<file path="src/rtl/audio_i2s_tx.sv">
// audio_i2s_tx: I2S transmitter for a 100 MHz system clock.
// Produces MCLK (clk/4), SCK (clk/16) and LRCK (clk/512) from a free-running
// 9-bit counter and serializes one 16+16 bit stereo pair per frame, MSB first,
// with the I2S one-bit delay relative to LRCK.
// A one-entry holding register decouples the producer from the frame timing.
// Build option: define I2S_TX_UNDERRUN_ZERO_EN to send silence (all zeros) on
// a frame that starts with no new sample. When it is undefined, the previous
// sample is repeated instead. The underrun pulse is the same in both builds.
module audio_i2s_tx (
  input  logic        clk,
  input  logic        rst,
  input  logic        in_valid,
  input  logic [15:0] in_left,
  input  logic [15:0] in_right,
  output logic        in_ready,
  output logic        audio_mclk,
  output logic        audio_lrck,
  output logic        audio_sck,
  output logic        audio_sdin,
  output logic        underrun
);

  logic [8:0]  r_cnt;
  logic        r_mclk;
  logic        r_lrck;
  logic        r_sck;
  logic        r_full;
  logic [31:0] r_hold;
  logic [31:0] r_frame;
  logic        r_lsb;
  logic        r_sdin;
  logic        r_underrun;

  logic [8:0]  w_cnt_next;
  logic        w_boundary;
  logic        w_xfer;
  logic        w_sck_fall;
  logic [4:0]  w_slot_next;
  logic [4:0]  w_bit_idx;

  assign w_cnt_next  = r_cnt + 9'd1;
  // The last cycle of a frame: the next edge wraps the counter to 0.
  assign w_boundary  = (r_cnt == 9'd511);
  // in_ready comes straight from the full flag, never from in_valid.
  assign w_xfer      = in_valid & ~r_full;
  // SCK falls when the low nibble wraps; that is when a new bit goes out.
  assign w_sck_fall  = (r_cnt[3:0] == 4'hF);
  assign w_slot_next = w_cnt_next[8:4];
  // Slot s carries frame bit 32-s; modulo 32 this is simply -s.
  assign w_bit_idx   = 5'd0 - w_slot_next;

  // Free-running counter; the clock outputs are registered copies of its bits.
  always_ff @(posedge clk or negedge rst) begin
    if (!rst) begin
      r_cnt  <= 9'd0;
      r_mclk <= 1'b0;
      r_sck  <= 1'b0;
      r_lrck <= 1'b0;
    end else begin
      r_cnt  <= w_cnt_next;
      r_mclk <= w_cnt_next[1];
      r_sck  <= w_cnt_next[3];
      r_lrck <= w_cnt_next[8];
    end
  end

  // Holding register, frame word and underrun flag.
  always_ff @(posedge clk or negedge rst) begin
    if (!rst) begin
      r_full     <= 1'b0;
      r_hold     <= 32'd0;
      r_frame    <= 32'd0;
      r_underrun <= 1'b0;
    end else begin
      r_underrun <= w_boundary & ~r_full;
      if (w_boundary && r_full) begin
        // in_ready is low here, so no capture can collide with this load.
        r_frame <= r_hold;
        r_full  <= 1'b0;
      end else begin
        if (w_boundary) begin
`ifdef I2S_TX_UNDERRUN_ZERO_EN
          r_frame <= 32'd0;
`else
          r_frame <= r_frame;
`endif
        end
        // A sample arriving on an empty-boundary cycle waits for the next frame.
        if (w_xfer) begin
          r_hold <= {in_left, in_right};
          r_full <= 1'b1;
        end
      end
    end
  end

  // Serializer: one bit per SCK falling edge, right LSB delayed into slot 0.
  always_ff @(posedge clk or negedge rst) begin
    if (!rst) begin
      r_sdin <= 1'b0;
      r_lsb  <= 1'b0;
    end else if (w_sck_fall) begin
      if (w_slot_next == 5'd0) begin
        r_sdin <= r_lsb;
      end else begin
        r_sdin <= r_frame[w_bit_idx];
      end
      // Keep the right LSB before the frame word may be reloaded.
      if (w_slot_next == 5'd31) begin
        r_lsb <= r_frame[0];
      end
    end
  end

  assign in_ready   = ~r_full;
  assign audio_mclk = r_mclk;
  assign audio_sck  = r_sck;
  assign audio_lrck = r_lrck;
  assign audio_sdin = r_sdin;
  assign underrun   = r_underrun;

endmodule

</file>
<file path="config.mk">
export PLATFORM = sky130hd
export DESIGN_NAME = audio_i2s_tx
export DESIGN_NICKNAME = d
export VERILOG_FILES = /design/src/rtl/audio_i2s_tx.sv
export SDC_FILE = /design/constraint.sdc
export NUM_CORES = 1
export LEC_CHECK = 0
export ABC_AREA = 0
export BUFFER_PORTS_ARGS = -buffer_cell sky130_fd_sc_hd__buf_4
export CORE_MARGIN = 3
export CORE_UTILIZATION = 40
export CTS_CLUSTER_DIAMETER = 100
export DETAILED_ROUTE_END_ITERATION = 8
export PLACE_DENSITY_LB_ADDON = 0.15
export SLEW_MARGIN = 20
export SYNTH_ARGS = -nofsm -noshare
export SYNTH_HDL_FRONTEND = slang
export SYNTH_SLANG_ARGS = --single-unit
export TNS_END_PERCENT = 1
</file>
<file path="constraint.sdc">
create_clock -name clk -period 2.85 [get_ports clk]
set_input_delay 0.57 -clock clk [delete_from_list [all_inputs] [get_ports clk]]
set_output_delay 0.57 -clock clk [all_outputs]
set_load 0.02 [all_outputs]
</file>
======== After elaboration in Yosys (flattened, before gate mapping) ========
Index checks and enable logic that the tools add are counted.
word-level totals
  word-level logic and storage cells ...... 30
  memories ................................ 0
  bits in read-only memories .............. 0
  flip-flop bits (word level) ............. 80
  input port bits ......................... 35
  latch bits .............................. 0
  output and inout port bits .............. 6
  memory bits (writable) .................. 0
cells by class
  multipliers ............................. 0
  magnitude comparators ................... 1
  equal/unequal tests ..................... 3
  mux-type cells .......................... 5
  divide/modulo/power cells ............... 0
  shift-type cells ........................ 0
  reductions and logical operators ........ 5
  bitwise operators ....................... 4
  add/sub/neg operators ................... 2
operators by type and width
  kind                                                                          number
  9-bit by 1-bit adder with 9-bit output, second input constant                 1
  9-bit equality test, second input constant                                    1
  5-bit by 6-bit less-than comparator with 1-bit output, second input constant  1
  1-bit binary-select mux with 5-bit select                                     1
  5-bit equality test, second input constant                                    1
  5-bit zero test                                                               1
  1-bit by 5-bit subtractor with 5-bit output, first input constant             1
  4-bit equality test, second input constant                                    1
  1-bit 2-to-1 mux                                                              4
  2-bit AND reduction                                                           2
  1-bit bitwise AND                                                             2
  1-bit inverter                                                                2
  2-bit nonzero test                                                            1
  1-bit logical AND                                                             1

======== Longest topological paths before layout ========
  depth in word-level cells ............... 5
  gate-level depth with buffers ........... 13
  mapped depth without buffers ............ 11

======== Worst setup path before layout ========
No wires, ideal clock.
  path type ............................... register to register
  start point ............................. register r_cnt[1]
  end point ............................... register r_sdin, in the netlist audio_sdin
  buffers on the path ..................... 2
  clock period less this slack ............ 2.582 ns
  path slack .............................. 0.268 ns
  data arrival time ....................... 2.500 ns
  cell stages (with the launch flop) ...... 14
  library setup time ...................... 0.082 ns
  path through ............................ dfrtp_1 -> ha_1 -> buf_2 -> and3_1 -> buf_4 -> o22ai_1 -> a31oi_2 -> or2_2 -> inv_1 -> ha_1 -> nor2_1 -> o311a_1 -> a31oi_1 -> a31oi_1
on the way
  word-level cells in the longest chain between the ends .. 5
  elaborated cells on any way between the ends .. 7
  those cells by class .................... add/sub: 2; eq/ne: 1; mux: 3; reduce/logical: 1
RTL lines
  item                                         RTL line  source
  start, declared                              23        logic [8:0] r_cnt;
  start signal, assigned                       60        r_cnt <= w_cnt_next;
  9-bit by 1-bit adder with 9-bit output       41        assign w_cnt_next = r_cnt + 9'd1;
  1-bit by 5-bit subtractor with 5-bit output  50        assign w_bit_idx = 5'd0 - w_slot_next;
  1-bit binary-select mux with 5-bit select    106       r_sdin <= r_frame[w_bit_idx];
  1-bit 2-to-1 mux (implied by the code)       106
  1-bit 2-to-1 mux                             103       if (w_slot_next == 5'd0) begin
  end signal, assigned                         104       r_sdin <= r_lsb;
  end signal, assigned                         106
  end, declared                                31        logic r_sdin;
Parallel ways exist; a longest one is shown, timed or not. The select of a mux whose other input is x is not followed.
A chain may end at the register's enable or synchronous reset.

======== Worst setup path after layout ========
Same ends and word-level chain as after synthesis.

==> results.ini <==
[critical_path]
path_class = register to register
cp_slowest_cell = dfrtp_1
crit_chain = ha_1 -> and3_1 -> buf_4 -> o22ai_1 -> a31oi_2 -> or2_2 -> inv_1 -> ha_1 -> nor2_1 -> o311a_1 -> a31oi_1 -> a31oi_1
required_ns = 3.12
crit_family = compound AO/OA/AOI/OAI gates
cp_max_fo = 9
critPathLaunchType = register
worst_path_largest_cell_delay_ns = 0.45
critical_path_buf_inv_count = 2
setup.worst_path.end_class = register
cp.arrival_ns = 2.91

[placement]
io_buffer_count = 40
gp_congestion = 0.8856
dpl.hpwl_um = 4856
place_area_sq_um = 4123
dp_slack_ns = 0.2422

[layout]
fin_util_pct = 48.97
areaGrowthSynthToFinish_pct = 16.74
final_common_cell = dfrtp_1
diodes = 0
fin_nets = 375
layout-drive-gt1-share_pct = 42.69
final_area_sq_um = 4354
final_cell_mix = 77 x dfrtp_1, 67 x mux2_2, 48 x buf_4

[clock_network]
htreeDepth = 3
tritoncts = done
clkSinkCount = 77
cts_setup_buffers = 0
clk_pin_slew_worst_paths_ns = 0.08
cts_buffers = 9
clock_path_buffers = 2
ctsResizeCount = 0
postCtsHoldBufs = 0
clock_latency_ns = 0.35
root_buffer = clkbuf_8

[logic_synthesis]
syn_area_per_cell_sq_um = 12.69
synth_top_area_share_pct = 51.66
yosys_warnings = 0
synth.area.top_cells = dfrtp_1 52%, mux2_2 20%, mux2i_1 1.6%, buf_6 1.5%, a21oi_1 1.5%
postSynthCellCount = 294
syn_nets = 332
synth_top_cell_by_area = dfrtp_1
synth_cell_type_count = 57
syn_area_sq_um = 3730
synth_edf_count = 0
async_flop_share_pct = 100.0
synth_seq_cells = 77
yosysSeqAreaShare_pct = 51.66
synthFlopType = dfrtp_1

[global_routing]
antenna_found_initial = 0
grt.met3_usage_pct = 3.045
track_usage_pct = 14.70
grt_pass1_vias = 2451
grt_max_degree = 78
grt_use_met1_pct = 20.59
grt-ovfl-total = 0
grt_pass1_wl_um = 12050
grt-busiest-layer = met2
grt_use_met2_pct = 22.64

[die]
die_area_sq_um = 10520
start_util_pct = 41.95
placementRows = 34
die_h_um = 102.6
die_w_um = 102.6
core_sq_um = 8891
io_pins = 41

[sta]
fmax_ghz = 0.3795
tns_ns = 0
setup_viol = 0
rsz0062_at_grt = false
final.setup.worst_slack_ns = 0.2146
fin_crit_ns = 2.635
maxSlewViolCount = 0
slew-limit-headroom_pct = 35.47
fin_crit_sh_pct = 92.47
fin_skew_ns = 0.01058
finalHoldViolations = 0
tightest_slew_ns = 0.9679

[power]
leakagePower_nw = 2.033
power-per-cell-area_nw_per_um2 = 491.7
ir_drop_mv = 0.2264

[flow_run]
drv_cap = 0

[run_status]
outcome = finished clean

[detailed_routing]
vias_per_cell = 5.333
dr.pass1.iters = 4
post_drt_wl_per_cell_um = 15.73
drc = 0
drtIter0Drc = 80
drt-total-wl_um = 7079
vias = 2400
postRouteAntennaNets = 0

[worst_hold_path]
min_path_type = input pin to async pin

-- final timing paths --
check / start / end / slack (ns) / cells after the start
worst min register to register: r_full / underrun / 0.51 / 1
min in group clk: in_right[8] / r_hold[8] / 0.45 / 2
worst min-delay path: rst / r_full / 0.38 / 1
max in group asynchronous: rst / r_frame[29] / 1.86 / 1
worst max-delay path: r_cnt[1] / audio_sdin / 0.21 / 12
worst max register to register: r_cnt[1] / audio_sdin / 0.21 / 12
-- where the power goes --
group | switching, mW | internal (mW)
Clock | 0.415 | 0.523
Sequential | 0.0116 | 1.11
Combinational | 0.0305 | 0.0458
Total | 0.458 | 1.68
-- synthesized netlist by cell type, types with 3 or more instances --
master	number
inv_1	10
and3_1	3
a21oi_1	11
o22ai_1	4
mux2i_1	6
o21ai_0	5
nand3_1	10
nand2_1	13
clkbuf_1	5
xnor2_1	3
dfrtp_1	77
nor2b_1	6
buf_1	3
nor2_1	5
mux2_2	67
buf_6	5
a31oi_1	5
ha_1	3
-- per-layer routing --
layer	part of all wire [%]	vias up
met3	3.6	13
met2	46	48
met1	49	1191
li1	-	1148
met4	1.9	0
met5	0	-
-- kinds of logic (layout without fill, tap and decap cells) --
kind of cell / Yosys count / after routing / share of synthesized area [%]
buffers and inverters: 27 / 75 / 4.361
AO/OA/AOI/OAI: 48 / 48 / 8.789
flip-flops: 77 / 77 / 51.66
XOR/XNOR: 8 / 8 / 3.388
adder cells (fa/ha/maj): 3 / 3 / 1.006
multiplexers: 73 / 73 / 21.84
AND/OR/NAND/NOR: 58 / 58 / 8.957
-- worst register-to-register path: stages (launching register included) --
cell	delay (ns)
dfrtp_1	0.45
ha_1	0.33
and3_1	0.21
buf_4	0.16
o22ai_1	0.22
a31oi_2	0.06
or2_2	0.32
inv_1	0.06
ha_1	0.24
nor2_1	0.11
o311a_1	0.16
a31oi_1	0.08
a31oi_1	0.16
-- registers in the layout, indices dropped and copies added, names as in the netlist --
| signal | cells |
|---|---|
| r_full | 1 |
| underrun | 1 |
| r_frame | 32 |
| audio_sdin | 1 |
| r_lsb | 1 |
| r_hold | 32 |
| r_cnt | 9 |
-- metrics by stage --
stage	power, mW	instances	hold slack, ns
after floorplan	1.164	294	0.2744
after global placement	1.225	434	0.4828
after detailed placement	1.228	434	0.4932
after CTS	2.176	450	0.4190
after global routing	2.228	450	0.4367
final	2.141	450	0.3841
-- final cells by class --
class	instances	area, sq um
inverters	10	37.54
clock buffers	10	137.6
multi-input cells	190	1643
fillers	807	4537
flip-flops and latches	77	1927
repair buffers	49	380.4
clock inverters	6	93.84
well taps	108	135.1
Power figures use the tool's default switching activity.
